## src/rtl/fb_fetch_unit.sv

```systemverilog
// Firebird instruction-fetch stage.
// Owns the program counter, issues single-outstanding word fetches to
// instruction memory, offers each fetched pc/instruction to the hazard unit
// and drives the IF/ID pipeline register.
//
// Optional build macro: FB_FETCH_ALIGN_CHECK_EN
//   defined   : a misaligned redirect target pulses fetch_misalign, suppresses
//               one fetch (bubble) and fetch continues at target & ~3
//   undefined : target[1:0] silently forced to 0, fetch_misalign tied low
//
// state  | meaning
// S_REQ  | request pending on the memory port
// S_WAIT | request accepted, awaiting the response
// S_HOLD | response captured, decode stalled by lock

module fb_fetch_unit #(
  parameter logic [31:0] RESET_PC = 32'h0000_0000,
  parameter logic [31:0] NOP_INST = 32'h0000_0013
) (
  input  logic        clk,
  input  logic        rst,
  input  logic [31:0] predict_pc,
  input  logic        pc_src,
  input  logic [31:0] predict_err_pc,
  input  logic        address_src,
  input  logic        register_rst,
  input  logic        lock,
  output logic        imem_req,
  output logic [31:0] imem_addr,
  input  logic        imem_ready,
  input  logic        imem_rvalid,
  input  logic [31:0] imem_rdata,
  output logic [31:0] if_pc,
  output logic [31:0] if_inst,
  output logic        if_valid,
  output logic [31:0] id_pc,
  output logic [31:0] id_inst,
  output logic        id_valid,
  output logic        fetch_misalign
);

  typedef enum logic [1:0] {S_REQ, S_WAIT, S_HOLD} state_t;

  state_t      state;
  logic [31:0] fetch_pc;
  logic [31:0] hold_inst;
  logic        stale;
  logic        misalign_q;

  logic        offer;
  logic        redirect;
  logic        advance;
  logic        b2b;
  logic        accepted;
  logic        old_out;
  logic        tgt_misalign;
  logic [31:0] seq_pc;
  logic [31:0] next_pc;
  logic [31:0] new_pc;

  // An instruction is offered when a live response returns or one is held.
  assign offer    = !rst && ((state == S_WAIT && imem_rvalid) || state == S_HOLD);
  assign redirect = address_src | register_rst;
  assign advance  = offer && !lock && !redirect;
  assign seq_pc   = fetch_pc + 32'd4;

  // Next-pc selection: mispredict correction > predicted taken > sequential.
  always_comb begin
    next_pc = fetch_pc;
    if (address_src)
      next_pc = predict_err_pc;
    else if (advance)
      next_pc = pc_src ? predict_pc : seq_pc;
  end

  assign new_pc = {next_pc[31:2], 2'b00};

`ifdef FB_FETCH_ALIGN_CHECK_EN
  assign tgt_misalign = !rst &&
                        ((address_src && (predict_err_pc[1:0] != 2'b00)) ||
                         (advance && pc_src && (predict_pc[1:0] != 2'b00)));
`else
  assign tgt_misalign = 1'b0;
  assign misalign_q   = 1'b0;
`endif

  // Back-to-back issue of the next pc in the same cycle the response is consumed.
  assign b2b      = (state == S_WAIT) && advance && !tgt_misalign;
  // A stale request still in flight blocks new issue to keep one outstanding.
  assign imem_req = !rst && (((state == S_REQ) && !stale && !misalign_q) || b2b);
  assign imem_addr = rst ? RESET_PC : (b2b ? new_pc : fetch_pc);
  assign accepted = imem_req && imem_ready;
  // A previously issued request whose response has not yet come back.
  assign old_out  = !imem_rvalid && ((state == S_WAIT) || stale);

  assign if_valid = offer;
  assign if_pc    = rst ? RESET_PC : fetch_pc;
  assign if_inst  = !offer ? NOP_INST : ((state == S_HOLD) ? hold_inst : imem_rdata);

  // Fetch FSM, program counter, hold register and stale-response tracking.
  always_ff @(posedge clk) begin
    if (rst) begin
      state     <= S_REQ;
      fetch_pc  <= RESET_PC;
      hold_inst <= NOP_INST;
      stale     <= old_out;
    end else begin
      fetch_pc <= new_pc;
      if (redirect) begin
        state     <= S_REQ;
        stale     <= old_out || accepted;
        hold_inst <= NOP_INST;
      end else begin
        stale <= stale && !imem_rvalid;
        case (state)
          S_REQ: begin
            if (accepted)
              state <= S_WAIT;
          end
          S_WAIT: begin
            if (imem_rvalid) begin
              if (lock) begin
                hold_inst <= imem_rdata;
                state     <= S_HOLD;
              end else if (accepted) begin
                state <= S_WAIT;
              end else begin
                state <= S_REQ;
              end
            end
          end
          S_HOLD: begin
            if (!lock) begin
              hold_inst <= NOP_INST;
              state     <= S_REQ;
            end
          end
          default: state <= S_REQ;
        endcase
      end
    end
  end

  // IF/ID register: flush beats stall; an unfilled slot becomes a bubble.
  always_ff @(posedge clk) begin
    if (rst) begin
      id_valid <= 1'b0;
      id_pc    <= 32'd0;
      id_inst  <= NOP_INST;
    end else if (register_rst) begin
      id_valid <= 1'b0;
      id_inst  <= NOP_INST;
    end else if (lock) begin
      id_valid <= id_valid;
    end else if (advance) begin
      id_valid <= 1'b1;
      id_pc    <= fetch_pc;
      id_inst  <= if_inst;
    end else begin
      id_valid <= 1'b0;
      id_inst  <= NOP_INST;
    end
  end

`ifdef FB_FETCH_ALIGN_CHECK_EN
  // One-cycle flag for a misaligned redirect target.
  always_ff @(posedge clk) begin
    if (rst)
      misalign_q <= 1'b0;
    else
      misalign_q <= tgt_misalign;
  end
`endif

  assign fetch_misalign = misalign_q;

endmodule

```

## config.mk

```make
export PLATFORM = sky130hd
export DESIGN_NAME = fb_fetch_unit
export DESIGN_NICKNAME = d
export VERILOG_FILES = /design/src/rtl/fb_fetch_unit.sv
export SDC_FILE = /design/constraint.sdc
export NUM_CORES = 1
export LEC_CHECK = 0
export CAP_MARGIN = 10
export CORE_MARGIN = 2
export CORE_UTILIZATION = 30
export DETAILED_ROUTE_END_ITERATION = 12
export HOLD_SLACK_MARGIN = 0.08
export REMOVE_ABC_BUFFERS = 1
export SLEW_MARGIN = 10
export SYNTH_ARGS = -nofsm -noshare
export SYNTH_HDL_FRONTEND = slang
export SYNTH_SLANG_ARGS = --single-unit
export TNS_END_PERCENT = 5
```

## constraint.sdc

```tcl
create_clock -name clk -period 4.45 [get_ports clk]
set_input_delay 0.89 -clock clk [delete_from_list [all_inputs] [get_ports clk]]
set_output_delay 0.89 -clock clk [all_outputs]
set_load 0.02 [all_outputs]
```

==> flow_metrics.tcl <==
set metrics [dict create \
    run_status "complete, no violations" \
    switching_power_mw 0.807 \
    track_usage_pct 21.0 \
    final.fill_count 2237 \
    place.gp.congestion 0.811 \
    finalCritPeriodShare_pct 96.5 \
    cts.reportedPaths.clkPinSlew_ns 0.06 \
    pin_count 268 \
    netlist-cell-type-count 66 \
    cp_cell_sequence "clkdlybuf4s50_1 -> nor4_4 -> buf_4 -> nand3_1 -> buf_4 -> nor2_1 -> nor2_1 -> a211oi_1 -> buf_4 -> clkdlybuf4s50_1" \
    tritoncts_buffers 17 \
    tritoncts_clock_tree "built" \
    cpMaxStageDelayCell "sky130_fd_sc_hd__clkdlybuf4s50_1" \
    dr.first_iter.drc_count 472 \
    ys_async_sr_fraction_pct 0 \
    die_width_um 155 \
    clock-sinks 128 \
    clock_tree.buffer_depth 2 \
    worstSetupEndpointType "primary output" \
    max_freq_mhz 233 \
    worst_slew_margin_rel_pct 21.1 \
    min-delay-path-class "reg -> reg" \
    setup-tns-final_ns 0 \
    portBuffers 256 \
    path_class "in -> out" \
    postRouteAntennaNets 0 \
    grt_pass1_wl_mm 39.9 \
    initial_antenna_violation_count 1 \
    clk-insertion-delay-late_ns 0.42 \
    synth.yosys.seq_area_share_pct 37.3 \
    fin_ws_ns 0.157 \
    share_of_cells_above_drive_strength_1_pct 9.01 \
    wl_per_cell_um 17.7 \
    synth_enable_flop_cells 0 \
    core.rowCount 55 \
    report.final.hold_viol_count 0 \
    post_cts_resized 5 \
    layout.cells.most_common "sky130_fd_sc_hd__clkdlybuf4s50_1" \
    dr_total_vias 7649 \
    fp.dieArea_um2 24100 \
    y_dimension_of_the_die_um 155 \
    ffs_latches_synth 128 \
    finalNonFillerCells 1474 \
    floorplan.initialDensity_pct 30.5 \
    worst_ep_arrival_time_ns 3.40 \
    postCtsHoldBufs 0 \
    instance_area_at_placement_um2 9810 \
    totalPowerFinal_mw 3.07 \
    regToRegSetupSlack_ns 2.09 \
    layout-area-overhead-vs-synth_pct 52.5 \
    synthesis.area_um2 6880 \
    ys.warnings.count 0 \
    setup-violations-final 0 \
    core_um2 22600 \
    drt_pass1_iterations 5 \
    switching_share_pct 26.3 \
    power_per_cell_area_nw_per_um2 293 \
    postSynthAreaPerCell_um2 7.28 \
    dp_worst_setup_slack_ns -0.0390 \
    p_clk_share_pct 49.2 \
    grt_max_degree 117 \
    path_max_fanout 9 \
    rsz0062_at_grt "false" \
    required_ns 3.56 \
    finalHoldWorstSlack_ns 0.454 \
    first_global_vias 7073 \
    layout.cells.most_common_list "sky130_fd_sc_hd__clkdlybuf4s50_1 (236), sky130_fd_sc_hd__nand2_1 (179), sky130_fd_sc_hd__dfxtp_1 (127)" \
    clock-root-buffer "sky130_fd_sc_hd__clkbuf_16" \
    seqPwrFrac_pct 38.9 \
    clock_tree.htree_level_count 4 \
    place_hpwl_mm 18.2 \
    grt_overflow 0 \
    worst_path_largest_cell_delay_ns 0.60 \
    timing.clock.skew_ns 0.0137 \
    cpMostUsedCell "sky130_fd_sc_hd__buf_4" \
    post_cts.repair.setup_buffers 0 \
    layout_min_cycle_time_ns 4.29 \
    nets 1280 \
    ir_drop_v 0.000175 \
    combinationalPowerShare_pct 11.9 \
    worstMarginPinSlew_ns 1.18 \
    dpl.cell_count 1441 \
    syn-instance-count 945 \
    max_cap_viol_count 0 \
    remaining_routing_drc_violations 0 \
    final_core_utilization_pct 46.5 \
    critical_path_startpoint_category "input pin" \
    most_common_flop_cell_mapped_by_yosys "sky130_fd_sc_hd__dfxtp_1" \
    stdcell_area_um2 10500 \
    vias_per_cell 5.19 \
    p_int_mw 2.26 \
    slew_violations 0 \
    routed_wirelength_mm 26.1 \
    power.static_leakage_nw 3.84 \
]
## kinds of logic (layout without fill, tap and decap cells)
family,count (synthesis),count (layout),synth area share [%]
flops,128,128,37.3
simple gates,425,425,28.3
fa+ha+maj,1,1,0.182
compound gates,265,265,25.0
xor+xnor,6,6,0.764
mux,13,13,2.00
other cells,1,8,0.0545
buf+inv,106,343,6.42
## area by class of cell
type	count	area [µm²]	share of cell area [%]
tap	285	357	3.40
inverter	11	41.3	0.394
clock inverter	14	195	1.86
multi-input combinational	717	3930	37.5
sequential	128	2560	24.4
antenna	1	2.50	0.0239
timing repair buffer	300	2960	28.2
clock buffer	18	439	4.19
## power groups by stage
stage	Clock (mW)	Combinational (mW)	Sequential [mW]
3_5_place_dp	0	0.364	1.22
2_1_floorplan	0	0.141	1.21
3_3_place_gp	0	0.364	1.22
4_1_cts	1.55	0.366	1.20
6_report	1.51	0.364	1.20
5_1_grt	1.60	0.394	1.20
## worst max-delay path, delay by kind of cell
kind / cells / cell delay (ns)
AOI/OAI and AO/OA: 1 / 0.23
buffers and inverters: 5 / 1.64
and+or+nand+nor: 4 / 0.63
## registers in the layout, indices dropped and copies added, names as in the netlist
name and count:
id_valid 1, state 2, id_pc 30, hold_inst 32
stale 1, fetch_pc 30, id_inst 32
## per-layer routing
metal  routed length [µm]  up-vias  global-route usage (%)  share of wire [%]
li1                     -     3761                       -                  -
met1                11300     3571                    26.7                 43
met2                12300      293                    34.2                 47
met3                 2190       24                    6.82                8.4
met4                  375        0                    5.50                1.4
met5                    0        -                       0                  0
## synthesized netlist by cell type, types with 3 or more instances
| master | count | area, µm² |
|---|---|---|
| sky130_fd_sc_hd__nor2_1 | 119 | 447 |
| sky130_fd_sc_hd__and4_1 | 3 | 26.3 |
| sky130_fd_sc_hd__o21ai_1 | 3 | 15.0 |
| sky130_fd_sc_hd__and3_1 | 12 | 75.1 |
| sky130_fd_sc_hd__nor3b_1 | 3 | 22.5 |
| sky130_fd_sc_hd__inv_1 | 10 | 37.5 |
| sky130_fd_sc_hd__a311oi_1 | 5 | 43.8 |
| sky130_fd_sc_hd__o31ai_1 | 4 | 30.0 |
| sky130_fd_sc_hd__xnor2_1 | 3 | 26.3 |
| sky130_fd_sc_hd__a21oi_1 | 95 | 475 |
| sky130_fd_sc_hd__o21ai_0 | 25 | 125 |
| sky130_fd_sc_hd__nor3_1 | 22 | 110 |
| sky130_fd_sc_hd__clkbuf_1 | 67 | 251 |
| sky130_fd_sc_hd__a221oi_1 | 5 | 43.8 |
| sky130_fd_sc_hd__buf_1 | 7 | 26.3 |
| sky130_fd_sc_hd__a22oi_1 | 66 | 495 |
| sky130_fd_sc_hd__nand2_1 | 179 | 672 |
| sky130_fd_sc_hd__xor2_1 | 3 | 26.3 |
| sky130_fd_sc_hd__nor2b_1 | 37 | 231 |
| sky130_fd_sc_hd__dfxtp_1 | 128 | 2560 |
| sky130_fd_sc_hd__o22ai_1 | 9 | 56.3 |
| sky130_fd_sc_hd__a22o_1 | 4 | 35.0 |
| sky130_fd_sc_hd__mux2_2 | 6 | 67.6 |
| sky130_fd_sc_hd__nand2b_1 | 5 | 31.3 |
| sky130_fd_sc_hd__nor4_1 | 6 | 37.5 |
| sky130_fd_sc_hd__a211oi_1 | 18 | 135 |
| sky130_fd_sc_hd__a31oi_1 | 4 | 25.0 |
| sky130_fd_sc_hd__o21a_1 | 6 | 45.0 |
| sky130_fd_sc_hd__buf_2 | 14 | 70.1 |
| sky130_fd_sc_hd__buf_4 | 7 | 52.6 |
| sky130_fd_sc_hd__mux2i_1 | 7 | 70.1 |
| sky130_fd_sc_hd__nand4_1 | 5 | 31.3 |
| sky130_fd_sc_hd__or3_1 | 3 | 18.8 |
| sky130_fd_sc_hd__nand3_1 | 14 | 70.1 |
## path summary, 6_finish.rpt
kind,start,to,depth (start not counted)
hold / removal,id_pc[7],id_pc[7],2
setup / recovery,lock,imem_addr[11],10
setup reg to reg,fetch_pc[4],fetch_pc[31],6
hold reg to reg,id_pc[7],id_pc[7],2
Power figures use the tool's default switching activity.
